### config.mk
export PLATFORM = sky130hd
export DESIGN_NAME = fetch_unit
export DESIGN_NICKNAME = d
export VERILOG_FILES = /design/src/rtl/riscv_pkg.sv /design/src/rtl/pc_next_mux.sv /design/src/rtl/fetch_unit.sv
export SDC_FILE = /design/constraint.sdc
export NUM_CORES = 1
export LEC_CHECK = 0
export BUFFER_PORTS_ARGS = -buffer_cell sky130_fd_sc_hd__clkbuf_2
export CAP_MARGIN = 10
export CORE_ASPECT_RATIO = 0.8
export CORE_MARGIN = 4
export CORE_UTILIZATION = 49
export CTS_BUF_LIST = sky130_fd_sc_hd__clkbuf_16
export DETAILED_ROUTE_END_ITERATION = 10
export PLACE_DENSITY = 0.81
export RECOVER_POWER = 50
export REMOVE_ABC_BUFFERS = 1
export SYNTH_ARGS = -nofsm -noshare
export SYNTH_HDL_FRONTEND = slang
export SYNTH_SLANG_ARGS = --single-unit
### constraint.sdc
create_clock -name clk -period 5.85 [get_ports clk]
set_clock_uncertainty 0.1 [all_clocks]
set_input_delay 0.8775 -clock clk [delete_from_list [all_inputs] [get_ports clk]]
set_output_delay 0.8775 -clock clk [all_outputs]
set_load 0.01 [all_outputs]
### src/rtl/riscv_pkg.sv
// riscv_pkg: shared encodings and constants for the RV32I fetch path.
package riscv_pkg;
    localparam logic [1:0]  PCSRC_SEQ  = 2'b00;
    localparam logic [1:0]  PCSRC_BR   = 2'b01;
    localparam logic [1:0]  PCSRC_JALR = 2'b10;
    localparam logic [31:0] NOP_INSTR  = 32'h0000_0013;
    typedef enum logic [1:0] {REQ, WAIT, KILL} fetch_state_e;
endpackage

### src/rtl/pc_next_mux.sv
// pc_next_mux: picks the next fetch PC from the EX-stage PC-source selection.
module pc_next_mux
    import riscv_pkg::*;
(
    input  logic [1:0]  pc_src_i,
    input  logic [31:0] pcf_i,
    input  logic [31:0] pc_target_i,
    input  logic [31:0] alu_result_i,
    output logic [31:0] pc_plus4_o,
    output logic [31:0] pc_next_o,
    output logic        redirect_o
);
    assign pc_plus4_o = pcf_i + 32'd4;
    assign redirect_o = pc_src_i == PCSRC_BR || pc_src_i == PCSRC_JALR;
    // Reserved encoding 11 falls through to sequential.
    assign pc_next_o  = pc_src_i == PCSRC_BR   ? pc_target_i :
                        pc_src_i == PCSRC_JALR ? alu_result_i & ~32'd1 : pc_plus4_o;
endmodule

### src/rtl/fetch_unit.sv
// fetch_unit: IF stage with single-outstanding imem handshake, one-entry
// holding buffer and the IF/ID pipeline register.
module fetch_unit #(
    parameter logic [31:0] RESET_PC  = 32'h0000_0000,
    parameter logic [31:0] NOP_INSTR = riscv_pkg::NOP_INSTR
) (
    input  logic        clk,
    input  logic        rst,
    input  logic [1:0]  PCSrcE,
    input  logic [31:0] PCTargetE,
    input  logic [31:0] ALUResultE,
    input  logic        StallF,
    input  logic        StallD,
    input  logic        FlushD,
    output logic        imem_req_valid,
    output logic [31:0] imem_req_addr,
    input  logic        imem_req_ready,
    input  logic        imem_rsp_valid,
    input  logic [31:0] imem_rsp_data,
    output logic [31:0] PCF,
    output logic [31:0] InstrD,
    output logic [31:0] PCD,
    output logic [31:0] PCPlus4D,
    output logic        ValidD
);
    import riscv_pkg::*;
    fetch_state_e state_q, state_d;
    logic [31:0] pcf_q, pcf_d, instr_q, instr_d, pcd_q, pcd_d, pcp4_q, pcp4_d;
    logic [31:0] buf_instr_q, buf_instr_d, buf_pc_q, buf_pc_d, pc_next, pc_plus4;
    logic        valid_q, valid_d, buf_valid_q, buf_valid_d;
    logic        redirect, hs, rsp_ok, busy;

    pc_next_mux u_pc_next_mux (
        .pc_src_i    (PCSrcE),
        .pcf_i       (pcf_q),
        .pc_target_i (PCTargetE),
        .alu_result_i(ALUResultE),
        .pc_plus4_o  (pc_plus4),
        .pc_next_o   (pc_next),
        .redirect_o  (redirect)
    );

    assign imem_req_valid = !rst && state_q == REQ && !StallF && !buf_valid_q;
    assign imem_req_addr  = pcf_q;
    assign hs             = imem_req_valid && imem_req_ready;
    assign rsp_ok         = state_q == WAIT && imem_rsp_valid;
    // A response is still owed after this cycle: a fresh accept, or WAIT/KILL not yet answered.
    assign busy           = hs || (state_q != REQ && !imem_rsp_valid);

    always_comb begin
        state_d     = state_q;
        pcf_d       = pcf_q;
        buf_valid_d = buf_valid_q;
        buf_instr_d = buf_instr_q;
        buf_pc_d    = buf_pc_q;
        instr_d     = instr_q;
        pcd_d       = pcd_q;
        pcp4_d      = pcp4_q;
        valid_d     = valid_q;
        if (redirect) begin
            state_d     = busy ? KILL : REQ;
            pcf_d       = pc_next;
            buf_valid_d = 1'b0;
        end else begin
            if (hs) state_d = WAIT;
            if (state_q == KILL && imem_rsp_valid) state_d = REQ;
            if (rsp_ok) begin
                state_d = REQ;
                pcf_d   = pc_plus4;
                if (StallD) {buf_valid_d, buf_instr_d, buf_pc_d} = {1'b1, imem_rsp_data, pcf_q};
            end else if (buf_valid_q && !StallD && !FlushD) begin
                buf_valid_d = 1'b0;
            end
        end
        if (redirect || FlushD) begin
            {instr_d, pcd_d, pcp4_d, valid_d} = {NOP_INSTR, 64'd0, 1'b0};
        end else if (!StallD) begin
            if (rsp_ok) {instr_d, pcd_d, pcp4_d, valid_d} = {imem_rsp_data, pcf_q, pc_plus4, 1'b1};
            else if (buf_valid_q) {instr_d, pcd_d, pcp4_d, valid_d} = {buf_instr_q, buf_pc_q, buf_pc_q + 32'd4, 1'b1};
            else valid_d = 1'b0;
        end
    end

    always_ff @(posedge clk or posedge rst) begin
        if (rst) begin
            state_q     <= REQ;
            pcf_q       <= RESET_PC;
            buf_valid_q <= 1'b0;
            buf_instr_q <= NOP_INSTR;
            buf_pc_q    <= 32'd0;
            instr_q     <= NOP_INSTR;
            pcd_q       <= 32'd0;
            pcp4_q      <= 32'd0;
            valid_q     <= 1'b0;
        end else begin
            state_q     <= state_d;
            pcf_q       <= pcf_d;
            buf_valid_q <= buf_valid_d;
            buf_instr_q <= buf_instr_d;
            buf_pc_q    <= buf_pc_d;
            instr_q     <= instr_d;
            pcd_q       <= pcd_d;
            pcp4_q      <= pcp4_d;
            valid_q     <= valid_d;
        end
    end

    assign PCF      = pcf_q;
    assign InstrD   = instr_q;
    assign PCD      = pcd_q;
    assign PCPlus4D = pcp4_q;
    assign ValidD   = valid_q;
endmodule

Word-level counts from Yosys, hierarchy flattened
Cells that the tools add are included.
{ "op_classes": {"addsub": 2, "eq_ne": 6, "n_mux": 29, "n_bitwise": 1, "n_reduce_logical": 27} }
{ "ops": {"columns": ["operator", "count"], "rows": [
  ["32-bit 2-to-1 mux", 16],
  ["32-bit by 3-bit adder with 32-bit output, second input constant", 2],
  ["2-bit 2-to-1 mux", 5],
  ["1-bit logical AND", 9],
  ["1-bit 2-to-1 mux", 8],
  ["1-bit zero test", 6],
  ["3-bit nonzero test", 2],
  ["2-bit by 1-bit equality test with 1-bit output, second input constant", 2],
  ["2-bit equality test, second input constant", 2],
  ["2-bit AND reduction", 2],
  ["2-bit nonzero test", 2],
  ["4-bit nonzero test", 1],
  ["1-bit logical OR", 3],
  ["3-bit inequality test, second input constant", 1],
  ["3-bit AND reduction", 1],
  ["2-bit zero test", 1],
  ["2-bit by 1-bit inequality test with 1-bit output, second input constant", 1],
  ["1-bit inverter", 1]
]} }
{ "word_totals": {"ff_bits": 196, "out_inout_bits": 162, "wordCells": 74} }

Longest topological paths before layout
{ "logic_depth": {"word_depth": 9, "mapped_depth": 9} }

Cells and area by module
Synthesis repeated with hierarchy kept, for this count alone.
{ "hier_totals": {"cells_unflattened": 1142, "area_unflattened_um2": 10775.3} }
{ "by_module_without_submodules": {"columns": ["mod", "instances", "cells_each", "area_each_um2"], "rows": [
  ["fetch_unit", 1, 942, 9416.5],
  ["pc_next_mux", 1, 200, 1358.8]
]} }

Worst setup path after synthesis
OpenSTA, ideal clock, no wires.
{ "synth_path": {"path_kind": "input to register", "startpoint": "input PCSrcE[0]", "endpoint": "register pcp4_q[26], in the netlist PCPlus4D[26]", "arrival_ps": 2415, "required_time_ps": 5663, "slack_ps": 3248, "path_stages": 9, "path_cell_list": "inv_1 -> ha_1 -> clkbuf_1 -> nand2b_1 -> clkbuf_1 -> nor2_1 -> clkbuf_1 -> nand2_1 -> o211ai_1"} }
{ "synth_via": {"elab_chain_cells": 5} }
{ "synth_rtl": {"columns": ["element", "line", "source"], "rows": [
  ["from (decl)", "fetch_unit.sv:9", "input logic [1:0] PCSrcE,"],
  ["2-bit by 1-bit equality test with 1-bit output or 2-bit equality test (tied branches)", "pc_next_mux.sv:14", "assign redirect_o = pc_src_i == PCSRC_BR || pc_src_i == PCSRC_JALR;"],
  ["1-bit logical OR *", "pc_next_mux.sv:14", null],
  ["1-bit logical OR *", "fetch_unit.sv:75", "if (redirect || FlushD) begin"],
  ["2-bit by 1-bit inequality test with 1-bit output (no source line) or 3-bit nonzero test (tied branches)", null, null],
  ["2-bit AND reduction (no source line)", null, null],
  ["to (signal assigned)", "fetch_unit.sv:103", "pcp4_q <= pcp4_d;"],
  ["to (decl)", "fetch_unit.sv:28", "logic [31:0] pcf_q, pcf_d, instr_q, instr_d, pcd_q, pcd_d, pcp4_q, pcp4_d;"]
]} }
Mark *: on every way between the ends. The rest lies on a longest branch, timed or not.
A chain may end at the register's enable or synchronous reset.

Worst setup path after layout
{ "layout_path": {"startpoint": "input PCSrcE[0]", "endpoint": "register pcp4_q[10], in the netlist PCPlus4D[10]"} }
The elaborated chain is that of the path after synthesis.

==> results.py <==
metrics = {
    "power": {
        "p_int_mw": 2.484,
        "power_density_nw_per_um2": 310.7,
        "leakage_nw": 5.320,
        "comb_power_share": 0.213,
        "p_sw_mw": 1.315,
        "clkPwrFrac": 0.308,
        "seqPwrFrac": 0.480,
        "ir_worst_vdd_mv": 0.1535,
        "swShare": 0.3461,
    },
    "timing": {
        "timing.fmax_mhz": 233.3,
        "min_period_over_period": 0.7328,
        "period_minus_slack_ns": 4.287,
        "whs_ns": 0.3906,
        "worstMarginPinSlew_ns": 3.669,
        "maxSlewViolCount": 82,
        "rsz0062_at_grt": "no",
        "hold_violations": 0,
        "relSlewSlack": -1.460,
        "setup_violations": 0,
        "layout_setup_ws_ns": 1.563,
    },
    "clock_tree": {
        "clockBufferDepth": 2,
        "post_cts_buffers": 0,
        "clock_latency_ns": 0.44,
        "cts_tree": "built",
        "cts_made_buffers": 17,
        "clkSlewWorstSetupHoldPaths_ns": 0.07,
        "cts-root-buf": "clkbuf_16",
        "clock_sinks": 194,
        "cts_resized": 0,
        "cts_hold_buf": 0,
        "cts.htree.levels": 4,
    },
    "synthesis": {
        "synth.avg_cell_area_sq_um": 9.444,
        "ys_warn_count": 0,
        "seq_area_frac_synth": 0.4560,
        "synth_ff_type": "dfrtp_1",
        "synth.distinct_cells": 77,
        "synth_largest_area_cell": "dfrtp_1",
        "synth_top_family_by_area": "simple AND/OR/NAND/NOR gates",
        "synth_most_common_cell": "nand2_1",
        "async_flop_share": 1.000,
        "synthSimpleGateAreaFrac": 0.1827,
        "synth_top_area_frac": 0.4412,
        "syn_area_sq_um": 10660,
        "ys_ff_latch": 194,
        "yosys-top-cells-area": "dfrtp_1, nand2_1, mux2_2",
        "synthMuxAreaShare": 0.07827,
        "syn_inst": 1129,
        "synth-compound-area-share": 0.1574,
        "synth_common_cells": "nand2_1, dfrtp_1, nor2_1",
        "synth_xor_xnor_area_share": 0.04682,
        "synth_edf_count": 0,
        "synth_fa_ha_area_frac": 0.004694,
    },
    "floorplan": {
        "ios": 267,
        "dieArea_sq_um": 24200,
        "start_util": 0.5065,
        "rows": 47,
        "die_y_microns": 139.9,
        "die_x_microns": 172.9,
        "core-area_sq_um": 21050,
    },
    "drt": {
        "detail_route.vias_per_cell": 5.945,
        "drc": 0,
        "drt_pass1_iterations": 5,
        "num_vias": 9393,
        "wl_microns": 32600,
        "wire_per_inst_microns": 20.63,
        "drtIter0Drc": 861,
        "ant_nets": 0,
    },
    "outcome": {
        "violations": "capacitance limit, slew limit",
        "outcome": "finished, violations left",
    },
    "finish": {
        "design_area_sq_um": 12220,
        "area_growth_pct": 14.63,
        "finalNetCount": 1407,
        "fillCellCount": 1929,
        "insertedDiodeCount": 0,
        "final_layout_size_suffix_gt1_frac": 0.2311,
    },
    "global_route": {
        "grt_start_max_net_pins": 82,
        "grtUsageTotal": 0.2650,
        "grt_pass1_wl_microns": 51450,
        "gr-total-overflow": 0,
        "antenna_found_initial": 1,
        "grt_pass1_vias": 9009,
    },
    "placement": {
        "post_dp_cell_area_sq_um": 11780,
        "gp_congestion": 0.8999,
        "pre_cts_ws_ns": 2.161,
        "hpwlAfterDp_microns": 22370,
        "port-buffer-count": 265,
    },
    "worst_setup_path": {
        "start_kind": "input pin",
        "arrival_ns": 4.57,
        "worstSetupPathType": "in2reg",
        "crit_required_ns": 6.13,
        "cp_max_fo": 21,
        "endpoint_kind": "register",
    },
    "min_path": {
        "hp-class": "reg2reg",
    },
    "job": {
        "maxCapViolCount": 1,
    },
}
[routing by layer]
metal / wire length (microns) / GRT usage / vias to the layer above / share of wire
met2: 14880 / 0.4112 / 440 / 0.46
met4: 380 / 0.05584 / 0 / 0.012
met3: 2748 / 0.06412 / 25 / 0.084
met5: 0 / 0 / - / 0
met1: 14590 / 0.3823 / 4603 / 0.45
li1: - / - / 4325 / -
[power by group through the flow]
stage                     Clock, mW  Sequential [mW]  Combinational [mW]
final                          1.17             1.82               0.807
after global routing           1.25             1.85               0.898
after CTS                      1.19             1.81               0.814
after detailed placement          0             1.84               0.811
after global placement            0             1.83               0.791
after floorplan                   0             1.80               0.482
[metrics by stage]
stage | utilization | total power [mW] | TNS, ns | instances
CTS | 0.5871 | 3.817 | 0 | 1580
finish | 0.5806 | 3.798 | 0 | 1580
floorplan | - | 2.285 | -349.79 | 997
global placement | 0.5597 | 2.618 | 0 | 1548
global route | 0.5806 | 3.997 | 0 | 1580
detailed placement | 0.5597 | 2.650 | 0 | 1548
[worst max-delay path: stages]
cell,delay (ns)
clkbuf_1,0.10
inv_1,0.05
ha_1,0.31
clkbuf_1,0.96
inv_1,0.53
nor2_1,0.88
nand2_1,0.46
a21oi_1,0.24
a22o_1,0.14
[area by class of cell]
| cell class | instances | area [sq um] | area share |
|---|---|---|---|
| well taps | 269 | 336.6 | 0.02754 |
| flip-flops and latches | 194 | 4862 | 0.3978 |
| clock inverters | 15 | 150.1 | 0.01228 |
| inverters | 21 | 80.08 | 0.006551 |
| multi-input cells | 782 | 5045 | 0.4127 |
| repair buffers | 282 | 1324 | 0.1083 |
| clock buffers | 17 | 425.4 | 0.03480 |
[placed cells by master, fill, tap and decap left out, types with 3 or more instances in the layout]
cell and count:
a211oi_1 3, a21o_1 5, a21oi_1 31, a221o_1 7
a22o_1 3, a22oi_1 15, a311oi_1 60, a31oi_1 5
and2_1 5, and3_1 5, and4_1 4, buf_4 15
clkbuf_1 100, clkbuf_16 17, clkbuf_2 167, clkinv_4 3
clkinvlp_4 3, dfrtp_1 188, dfstp_2 6, ha_1 4
inv_1 19, inv_8 4, mux2_2 59, mux2i_1 17
nand2_1 190, nand3_1 30, nand3_4 3, nand4_1 15
nor2_1 99, nor3_1 15, nor4_1 14, o211ai_1 10
o21ai_0 54, o21bai_1 3, o221ai_1 9, o311ai_0 6
or4_1 3, xnor2_1 28, xor2_1 29
[cells by family (layout without fill, tap and decap cells)]
kind of cell | Yosys count | count (layout)
XOR/XNOR | 57 | 57
multiplexers | 76 | 76
flip-flops | 194 | 194
AND/OR/NAND/NOR | 411 | 411
AO/OA/AOI/OAI | 234 | 234
adder cells (fa/ha/maj) | 4 | 4
buffers and inverters | 153 | 335
[final timing paths]
check	startpoint	end	slack (ns)	cells after the start
hold reg to reg	PCPlus4D[13]	PCPlus4D[13]	0.39	2
setup / recovery	PCSrcE[0]	PCPlus4D[10]	1.56	9
setup reg to reg	state_q[1]	PCF[12]	2.84	5
max in group asynchronous	rst	PCD[14]	2.22	3
min in group asynchronous	rst	PCD[28]	1.41	2
hold / removal	PCPlus4D[13]	PCPlus4D[13]	0.39	2
[flip-flops by register name, indices dropped and copies added, names as in the netlist]
| register | cells |
|---|---|
| buf_pc_q | 32 |
| buf_instr_q | 32 |
| InstrD | 32 |
| ValidD | 1 |
| state_q | 2 |
| PCF | 32 |
| PCD | 32 |
| PCPlus4D | 30 |
| buf_valid_q | 1 |
No activity file was read; power rests on OpenSTA's default activity.
